## src/rtl/alu_issue_stage_pkg.sv

```systemverilog
// Shared definitions for the ALU issue slice.
//   - ALU function codes, also used by the decoder and the ALU itself.
//   - Operand bus packing order: slot index of A and B on the {B,A} bus.
//   - Hi/lo counter width.
package alu_issue_stage_pkg;

    localparam logic [5:0] ALU_SLL   = 6'h00;
    localparam logic [5:0] ALU_MFHI  = 6'h10;
    localparam logic [5:0] ALU_MTHI  = 6'h11;
    localparam logic [5:0] ALU_MFLO  = 6'h12;
    localparam logic [5:0] ALU_MTLO  = 6'h13;
    localparam logic [5:0] ALU_MULT  = 6'h18;
    localparam logic [5:0] ALU_MULTU = 6'h19;
    localparam logic [5:0] ALU_ADD   = 6'h20;

    // Operand slots on out_data: slot k occupies [k*W +: W].
    localparam int OPND_A_SLOT = 0;
    localparam int OPND_B_SLOT = 1;

    localparam int HILO_CNT_W = 4;

endpackage

```

## src/rtl/alu_issue_stage_if.sv

```systemverilog
// Decode-side and ALU-side signal bundle of the issue stage.
//   slave  : the issue stage (consumes in_*, f1_*, f2_*, hold, flush;
//            drives in_ready and out_*).
//   master : the surrounding pipeline / testbench.
interface alu_issue_stage_if #(
    parameter int DATA_WIDTH    = 32,
    parameter int CTRL_WIDTH    = 6,
    parameter int SHAMT_WIDTH   = 5,
    parameter int REG_IDX_WIDTH = 5
);
    logic                       in_valid;
    logic                       in_ready;
    logic [REG_IDX_WIDTH-1:0]   in_a_idx;
    logic [DATA_WIDTH-1:0]      in_a_data;
    logic [REG_IDX_WIDTH-1:0]   in_b_idx;
    logic [DATA_WIDTH-1:0]      in_b_data;
    logic [DATA_WIDTH-1:0]      in_imm;
    logic                       in_use_imm;
    logic [CTRL_WIDTH-1:0]      in_ctrl;
    logic [SHAMT_WIDTH-1:0]     in_shamt;
    logic [REG_IDX_WIDTH-1:0]   in_rd;
    logic                       in_wr_en;

    logic                       f1_valid;
    logic [REG_IDX_WIDTH-1:0]   f1_idx;
    logic [DATA_WIDTH-1:0]      f1_data;
    logic                       f1_rdy;
    logic                       f2_valid;
    logic [REG_IDX_WIDTH-1:0]   f2_idx;
    logic [DATA_WIDTH-1:0]      f2_data;

    logic                       hold;
    logic                       flush;

    logic                       out_valid;
    logic [2*DATA_WIDTH-1:0]    out_data;
    logic [CTRL_WIDTH-1:0]      out_ctrl;
    logic [SHAMT_WIDTH-1:0]     out_shamt;
    logic [REG_IDX_WIDTH-1:0]   out_rd;
    logic                       out_wr_en;

    modport slave (
        input  in_valid, in_a_idx, in_a_data, in_b_idx, in_b_data, in_imm,
               in_use_imm, in_ctrl, in_shamt, in_rd, in_wr_en,
               f1_valid, f1_idx, f1_data, f1_rdy, f2_valid, f2_idx, f2_data,
               hold, flush,
        output in_ready, out_valid, out_data, out_ctrl, out_shamt, out_rd,
               out_wr_en
    );

    modport master (
        output in_valid, in_a_idx, in_a_data, in_b_idx, in_b_data, in_imm,
               in_use_imm, in_ctrl, in_shamt, in_rd, in_wr_en,
               f1_valid, f1_idx, f1_data, f1_rdy, f2_valid, f2_idx, f2_data,
               hold, flush,
        input  in_ready, out_valid, out_data, out_ctrl, out_shamt, out_rd,
               out_wr_en
    );

endinterface

```

## src/rtl/alu_issue_stage_operand_fwd_mux.sv

```systemverilog
// Combinational operand resolve for one source register.
//   idx, rf_data        : register index and regfile value
//   f1_valid/idx/data   : nearest older writer (wins over f2)
//   f2_valid/idx/data   : second older writer
//   data                : resolved operand; register 0 always reads 0
module operand_fwd_mux #(
    parameter int DATA_WIDTH    = 32,
    parameter int REG_IDX_WIDTH = 5
) (
    input  logic [REG_IDX_WIDTH-1:0] idx,
    input  logic [DATA_WIDTH-1:0]    rf_data,
    input  logic                     f1_valid,
    input  logic [REG_IDX_WIDTH-1:0] f1_idx,
    input  logic [DATA_WIDTH-1:0]    f1_data,
    input  logic                     f2_valid,
    input  logic [REG_IDX_WIDTH-1:0] f2_idx,
    input  logic [DATA_WIDTH-1:0]    f2_data,
    output logic [DATA_WIDTH-1:0]    data
);

    always_comb begin
        data = rf_data;
        if (idx == '0)
            data = '0;
        else if (f1_valid && f1_idx == idx)
            data = f1_data;
        else if (f2_valid && f2_idx == idx)
            data = f2_data;
    end

endmodule

```

## src/rtl/alu_issue_stage.sv

```systemverilog
// Issue stage in front of the ALU: resolves A/B operands (forwarding and
// immediate select), detects load-use and hi/lo hazards, and registers the
// {B,A} operand bus with ctrl/shamt/rd for the ALU.
//   clk, rst : clock and synchronous active-high reset
//   bus      : slave side of alu_issue_stage_if (decode handshake,
//              forwarding inputs, hold/flush, registered ALU outputs)
module alu_issue_stage
    import alu_issue_stage_pkg::*;
#(
    parameter int DATA_WIDTH    = 32,
    parameter int CTRL_WIDTH    = 6,
    parameter int SHAMT_WIDTH   = 5,
    parameter int REG_IDX_WIDTH = 5,
    parameter int MULT_LAT      = 2
) (
    input  logic              clk,
    input  logic              rst,
    alu_issue_stage_if.slave  bus
);

    logic [DATA_WIDTH-1:0]    a_p0;
    logic [DATA_WIDTH-1:0]    b_fwd_p0;
    logic [DATA_WIDTH-1:0]    b_p0;
    logic                     data_haz;
    logic                     hilo_haz;
    logic                     is_mult;
    logic                     is_mfhilo;
    logic                     xfer;
    logic [HILO_CNT_W-1:0]    hilo_cnt;

    logic                     vld_p1;
    logic                     wr_en_p1;
    logic [2*DATA_WIDTH-1:0]  opnd_p1;
    logic [CTRL_WIDTH-1:0]    ctrl_p1;
    logic [SHAMT_WIDTH-1:0]   shamt_p1;
    logic [REG_IDX_WIDTH-1:0] rd_p1;

    // ---- stage p0: operand resolve and hazard detection (combinational)
    operand_fwd_mux #(.DATA_WIDTH(DATA_WIDTH), .REG_IDX_WIDTH(REG_IDX_WIDTH)) u_fwd_a (
        .idx      (bus.in_a_idx),
        .rf_data  (bus.in_a_data),
        .f1_valid (bus.f1_valid),
        .f1_idx   (bus.f1_idx),
        .f1_data  (bus.f1_data),
        .f2_valid (bus.f2_valid),
        .f2_idx   (bus.f2_idx),
        .f2_data  (bus.f2_data),
        .data     (a_p0)
    );

    operand_fwd_mux #(.DATA_WIDTH(DATA_WIDTH), .REG_IDX_WIDTH(REG_IDX_WIDTH)) u_fwd_b (
        .idx      (bus.in_b_idx),
        .rf_data  (bus.in_b_data),
        .f1_valid (bus.f1_valid),
        .f1_idx   (bus.f1_idx),
        .f1_data  (bus.f1_data),
        .f2_valid (bus.f2_valid),
        .f2_idx   (bus.f2_idx),
        .f2_data  (bus.f2_data),
        .data     (b_fwd_p0)
    );

    assign b_p0 = bus.in_use_imm ? bus.in_imm : b_fwd_p0;

    // A pending load in f1 blocks any consumer of its register; B only counts
    // when it is actually read from the register file.
    assign data_haz = bus.in_valid && bus.f1_valid && !bus.f1_rdy &&
                      (bus.f1_idx != '0) &&
                      ((bus.f1_idx == bus.in_a_idx) ||
                       (!bus.in_use_imm && bus.f1_idx == bus.in_b_idx));

    assign is_mfhilo = (bus.in_ctrl == CTRL_WIDTH'(ALU_MFHI)) ||
                       (bus.in_ctrl == CTRL_WIDTH'(ALU_MFLO));
    assign is_mult   = (bus.in_ctrl == CTRL_WIDTH'(ALU_MULT)) ||
                       (bus.in_ctrl == CTRL_WIDTH'(ALU_MULTU));

    assign hilo_haz = bus.in_valid && (hilo_cnt != '0) && is_mfhilo;

    // Flush always drains the input so decode never deadlocks against a kill.
    assign bus.in_ready = !rst && (bus.flush || (!bus.hold && !data_haz && !hilo_haz));
    assign xfer         = bus.in_valid && bus.in_ready;

    // Counter runs down independent of hold/flush; only a mult that really
    // issues (not flushed) arms it.
    always_ff @(posedge clk) begin
        if (rst)
            hilo_cnt <= '0;
        else if (xfer && !bus.flush && is_mult)
            hilo_cnt <= HILO_CNT_W'(MULT_LAT);
        else if (hilo_cnt != '0)
            hilo_cnt <= hilo_cnt - 1'b1;
    end

    // ---- stage p1: registered ALU inputs
    always_ff @(posedge clk) begin
        if (rst) begin
            vld_p1   <= 1'b0;
            wr_en_p1 <= 1'b0;
            opnd_p1  <= '0;
            ctrl_p1  <= '0;
            shamt_p1 <= '0;
            rd_p1    <= '0;
        end else if (bus.flush) begin
            vld_p1   <= 1'b0;
            wr_en_p1 <= 1'b0;
        end else if (bus.hold) begin
            vld_p1   <= vld_p1;
            wr_en_p1 <= wr_en_p1;
        end else if (data_haz || hilo_haz) begin
            vld_p1   <= 1'b0;
            wr_en_p1 <= 1'b0;
        end else if (xfer) begin
            vld_p1   <= 1'b1;
            wr_en_p1 <= bus.in_wr_en;
            opnd_p1[OPND_A_SLOT*DATA_WIDTH +: DATA_WIDTH] <= a_p0;
            opnd_p1[OPND_B_SLOT*DATA_WIDTH +: DATA_WIDTH] <= b_p0;
            ctrl_p1  <= bus.in_ctrl;
            shamt_p1 <= bus.in_shamt;
            rd_p1    <= bus.in_rd;
        end else begin
            vld_p1   <= 1'b0;
            wr_en_p1 <= 1'b0;
        end
    end

    assign bus.out_valid = vld_p1;
    assign bus.out_wr_en = wr_en_p1;
    assign bus.out_data  = opnd_p1;
    assign bus.out_ctrl  = ctrl_p1;
    assign bus.out_shamt = shamt_p1;
    assign bus.out_rd    = rd_p1;

endmodule

```

## src/flat_wrapper.sv

```systemverilog
// flat-port wrapper written by rule: the top's interface ports become plain ports
module alu_issue_stage_flat import alu_issue_stage_pkg::*;
#(
    parameter int DATA_WIDTH    = 32,
    parameter int CTRL_WIDTH    = 6,
    parameter int SHAMT_WIDTH   = 5,
    parameter int REG_IDX_WIDTH = 5,
    parameter int MULT_LAT      = 2
)
  (clk, rst, bus_in_valid, bus_in_a_idx, bus_in_a_data, bus_in_b_idx, bus_in_b_data, bus_in_imm, bus_in_use_imm, bus_in_ctrl, bus_in_shamt, bus_in_rd, bus_in_wr_en, bus_f1_valid, bus_f1_idx, bus_f1_data, bus_f1_rdy, bus_f2_valid, bus_f2_idx, bus_f2_data, bus_hold, bus_flush, bus_in_ready, bus_out_valid, bus_out_data, bus_out_ctrl, bus_out_shamt, bus_out_rd, bus_out_wr_en);
  alu_issue_stage_if #(.DATA_WIDTH(DATA_WIDTH), .CTRL_WIDTH(CTRL_WIDTH), .SHAMT_WIDTH(SHAMT_WIDTH), .REG_IDX_WIDTH(REG_IDX_WIDTH)) bus_i ();
  input  logic clk;
  input  logic rst;
  input wire logic [$bits(bus_i.in_valid)-1:0] bus_in_valid;
  input wire logic [$bits(bus_i.in_a_idx)-1:0] bus_in_a_idx;
  input wire logic [$bits(bus_i.in_a_data)-1:0] bus_in_a_data;
  input wire logic [$bits(bus_i.in_b_idx)-1:0] bus_in_b_idx;
  input wire logic [$bits(bus_i.in_b_data)-1:0] bus_in_b_data;
  input wire logic [$bits(bus_i.in_imm)-1:0] bus_in_imm;
  input wire logic [$bits(bus_i.in_use_imm)-1:0] bus_in_use_imm;
  input wire logic [$bits(bus_i.in_ctrl)-1:0] bus_in_ctrl;
  input wire logic [$bits(bus_i.in_shamt)-1:0] bus_in_shamt;
  input wire logic [$bits(bus_i.in_rd)-1:0] bus_in_rd;
  input wire logic [$bits(bus_i.in_wr_en)-1:0] bus_in_wr_en;
  input wire logic [$bits(bus_i.f1_valid)-1:0] bus_f1_valid;
  input wire logic [$bits(bus_i.f1_idx)-1:0] bus_f1_idx;
  input wire logic [$bits(bus_i.f1_data)-1:0] bus_f1_data;
  input wire logic [$bits(bus_i.f1_rdy)-1:0] bus_f1_rdy;
  input wire logic [$bits(bus_i.f2_valid)-1:0] bus_f2_valid;
  input wire logic [$bits(bus_i.f2_idx)-1:0] bus_f2_idx;
  input wire logic [$bits(bus_i.f2_data)-1:0] bus_f2_data;
  input wire logic [$bits(bus_i.hold)-1:0] bus_hold;
  input wire logic [$bits(bus_i.flush)-1:0] bus_flush;
  output wire logic [$bits(bus_i.in_ready)-1:0] bus_in_ready;
  output wire logic [$bits(bus_i.out_valid)-1:0] bus_out_valid;
  output wire logic [$bits(bus_i.out_data)-1:0] bus_out_data;
  output wire logic [$bits(bus_i.out_ctrl)-1:0] bus_out_ctrl;
  output wire logic [$bits(bus_i.out_shamt)-1:0] bus_out_shamt;
  output wire logic [$bits(bus_i.out_rd)-1:0] bus_out_rd;
  output wire logic [$bits(bus_i.out_wr_en)-1:0] bus_out_wr_en;
  assign bus_i.in_valid = bus_in_valid;
  assign bus_i.in_a_idx = bus_in_a_idx;
  assign bus_i.in_a_data = bus_in_a_data;
  assign bus_i.in_b_idx = bus_in_b_idx;
  assign bus_i.in_b_data = bus_in_b_data;
  assign bus_i.in_imm = bus_in_imm;
  assign bus_i.in_use_imm = bus_in_use_imm;
  assign bus_i.in_ctrl = bus_in_ctrl;
  assign bus_i.in_shamt = bus_in_shamt;
  assign bus_i.in_rd = bus_in_rd;
  assign bus_i.in_wr_en = bus_in_wr_en;
  assign bus_i.f1_valid = bus_f1_valid;
  assign bus_i.f1_idx = bus_f1_idx;
  assign bus_i.f1_data = bus_f1_data;
  assign bus_i.f1_rdy = bus_f1_rdy;
  assign bus_i.f2_valid = bus_f2_valid;
  assign bus_i.f2_idx = bus_f2_idx;
  assign bus_i.f2_data = bus_f2_data;
  assign bus_i.hold = bus_hold;
  assign bus_i.flush = bus_flush;
  assign bus_in_ready = bus_i.in_ready;
  assign bus_out_valid = bus_i.out_valid;
  assign bus_out_data = bus_i.out_data;
  assign bus_out_ctrl = bus_i.out_ctrl;
  assign bus_out_shamt = bus_i.out_shamt;
  assign bus_out_rd = bus_i.out_rd;
  assign bus_out_wr_en = bus_i.out_wr_en;
  alu_issue_stage #(.DATA_WIDTH(DATA_WIDTH), .CTRL_WIDTH(CTRL_WIDTH), .SHAMT_WIDTH(SHAMT_WIDTH), .REG_IDX_WIDTH(REG_IDX_WIDTH), .MULT_LAT(MULT_LAT)) u_core (.clk(clk), .rst(rst), .bus(bus_i));
endmodule
```

## config.mk

```make
export PLATFORM = sky130hd
export DESIGN_NAME = alu_issue_stage_flat
export DESIGN_NICKNAME = d
export VERILOG_FILES = /design/src/rtl/alu_issue_stage_pkg.sv /design/src/rtl/alu_issue_stage_if.sv /design/src/rtl/alu_issue_stage_operand_fwd_mux.sv /design/src/rtl/alu_issue_stage.sv /design/src/flat_wrapper.sv
export SDC_FILE = /design/constraint.sdc
export NUM_CORES = 1
export LEC_CHECK = 0
export CORE_UTILIZATION = 44
export DETAILED_ROUTE_END_ITERATION = 8
export GPL_ROUTABILITY_DRIVEN = 0
export HOLD_SLACK_MARGIN = 0.02
export PLACE_DENSITY = 0.88
export SKIP_LAST_GASP = 1
export SLEW_MARGIN = 10
export SYNTH_ARGS = -nofsm -noshare
export SYNTH_HDL_FRONTEND = slang
export SYNTH_SLANG_ARGS = --single-unit
```

## constraint.sdc

```tcl
create_clock -name clk -period 3.55 [get_ports clk]
set_input_delay 0.355 -clock clk [delete_from_list [all_inputs] [get_ports clk]]
set_output_delay 0.355 -clock clk [all_outputs]
set_load 0.03 [all_outputs]
```

==> impl_metrics.toml <==
[floorplanning]
design.core.area_um2 = 12210
io_pins = 289
floorplan.die_area_um2 = 13210
die-width_um = 114.9
initial_core_util_pct = 45.96
die_h_um = 114.9
row_cnt = 40

[worst_setup_path]
crit_fanout = 7
timing_worst_setup_path_type = "primary input to output port"
cp.arrival_ps = 2670
setup.worst_path.start_class = "primary input"
data_required_time_of_the_worst_path_ps = 3190
crit_path_end_kind = "output port"
setup.reg_to_reg.worst_slack_ps = 1060

[grt]
vias_in_the_first_global_route = 6792
grt_antenna_before_repair = 1
global_routing_usage_summed_across_all_routing_layers_pct = 36.35
first_pass_grt_wire_length_mm = 36.62
grt_start_max_net_pins = 65
global_route.overflow_total = 0

[synthesis]
yosysWarningCount = 0
synthesized_netlist_net_count = 865
synth.yosys.seq_area_share_pct = 30.67
synth_top_flop_cell = "dfxtp_1"
mappedNetlistArea_um2 = 5613
synth-edff-count = 0
async_reset_ff_share_pct = 0
ys_seq_elements = 86
syn_inst = 659
synth.lib_cells_used.distinct = 46
synthesis.area_per_instance_um2 = 8.517

[clocking]
clock_path_buffers = 2
cts.sink_count = 86
clock-root-buffer = "clkbuf_16"
tritoncts = "yes"
worst_skew_pair.late_latency_ps = 350
cts.hold.buffers_added = 0
postCtsResizedCells = 0
post_cts_buffers = 0
cts_inserted_buffers = 9
path_clk_slew_ps = 80
cts_max_level = 3

[timing]
final_max_slew_viol_count = 0
rsz0062_at_grt = "false"
hold_viol = 0
skew_ps = 9.773
layout_setup_ws_ps = 522.6
period_minus_slack_ps = 3027
relSlewSlack_pct = 46.42
setup_total_negative_slack_ps = 0
min_period_over_period_pct = 85.28
final-setup-viol-count = 0
worst_pin_slew_ps = 802.9
achievable-frequency_mhz = 330.3

[place]
post_dp_cell_area_um2 = 8547
io_buffers = 288
inst_count_dp = 1060
dp.final_hpwl_mm = 17.74
preCtsSetupSlack_ps = 468.3

[power_and_ir_drop]
vdd.ir_drop.worst_v = 0.0002306
leakagePower_nw = 3.147
power_density_nw_per_um2 = 316.7

[drt]
route.antenna.remaining_nets = 0
route.vias.total = 6838
drt_first_pass_iters = 6
drt-vias-per-instance = 6.349
post_drt_wl_per_cell_um = 22.57
drt_wl_total_mm = 24.31
drt_drc_violations_left = 0
detailedRoute.firstIterationViolations = 775

[layout]
layout.core_utilization_pct = 72.44
finalNetCount = 1109
finalNonFillerCells = 1077
final_area_um2 = 8846
drive_above_1_share_pct = 8.480
areaGrowthSynthToFinish_pct = 57.60
fillerInstances = 964

[hold_path]
min-delay-path-class = "primary input to flop"

[run_status]
status = "completed"

[job]
max-cap-violations = 0
through the flow:
stage	total power, mW	hold WS (ps)
5_1_grt	2.878	381.3
3_3_place_gp	1.825	449.1
2_1_floorplan	1.404	468.0
4_1_cts	2.792	349.8
6_report	2.802	356.1
3_5_place_dp	1.840	459.4
cells in the mapped netlist, types with 24 or more instances:
cell type  number  area share (%)
dfxtp_1        86              31
o311ai_0       32             5.0
inv_1          33             2.2
a211oi_1       35             4.7
clkbuf_1       55             3.7
a32o_1         32             5.7
and3_1         32             3.6
nand2_1        41             2.7
a21boi_0       32             4.3
o211ai_1       32             4.3
o21ai_0        35             3.1
or3_1          64             7.1
a311oi_1       24             3.7
cells by family after synthesis:
group | after synthesis | synth area share (%)
buf+inv | 108 | 8.337
flops | 86 | 30.67
mux | 16 | 3.812
xor+xnor | 20 | 3.121
simple gates | 187 | 19.04
compound gates | 242 | 35.02
critical path, stage by stage:
cell,delay [ps]
clkdlybuf4s50_1,550
nor3_1,110
a211oi_2,690
a21o_1,270
a21oi_1,80
clkdlybuf4s50_1,630
flip-flops by register name, summed over array words and instances, names as in the netlist:
name	flops
u_core.hilo_cnt	4
u_core.bus.out_valid	1
u_core.bus.out_wr_en	1
u_core.bus.out_data	64
u_core.bus.out_ctrl	6
u_core.bus.out_shamt	5
u_core.bus.out_rd	5
final timing paths:
check                                        startpoint  depth (start not counted)                 endpoint
worst min-delay path                                rst                          4     u_core.bus.out_valid
worst max register to register       u_core.hilo_cnt[1]                          6  u_core.bus.out_data[60]
worst max-delay path                      bus_f1_idx[0]                          6             bus_in_ready
worst min register to register  u_core.bus.out_data[12]                          1  u_core.bus.out_data[12]
layer usage:
layer / vias to the layer above / GRT usage [%] / wire length (um)
met2: 532 / 62.29 / 11540
met5: - / 0 / 0
met1: 3168 / 41.86 / 8818
met3: 101 / 7.855 / 2682
met4: 0 / 21.04 / 1266
li1: 3037 / - / -
final cells by class:
type,instances,area [um^2],area share [%]
Sequential cell,86,1722,19.46
Tap cell,168,210.2,2.376
Antenna cell,1,2.502,0.02829
Multi-Input combinational cell,465,3451,39.01
Inverter,33,123.9,1.400
Timing Repair Buffer,308,3040,34.37
Clock buffer,9,225.2,2.546
Clock inverter,7,71.32,0.8062
cell usage in the layout (no fill, tap or decap), types with 6 or more instances in the layout:
master             n
nor2_1             7
xnor2_1           16
mux2_2             7
buf_4             19
nor3_1             6
a311oi_2           8
a211oi_1          34
dfxtp_1           86
a311oi_1          24
o311ai_0          32
mux2_4             9
and3_1            32
a21boi_0          32
a32o_1            32
or3_1             64
inv_1             33
nand2_1           41
o21ai_0           35
clkdlybuf4s50_1  287
clkbuf_16          9
nor2b_1           16
o211ai_1          32
nand3_1            7
power breakdown:
| group | total (mW) | internal, mW | switching [mW] |
|---|---|---|---|
| combinational | 0.802 | 0.396 | 0.406 |
| clock | 0.965 | 0.500 | 0.465 |
| sequential | 1.03 | 1.01 | 0.0280 |
| total | 2.80 | 1.90 | 0.899 |
(Power assumes the default switching activity.)
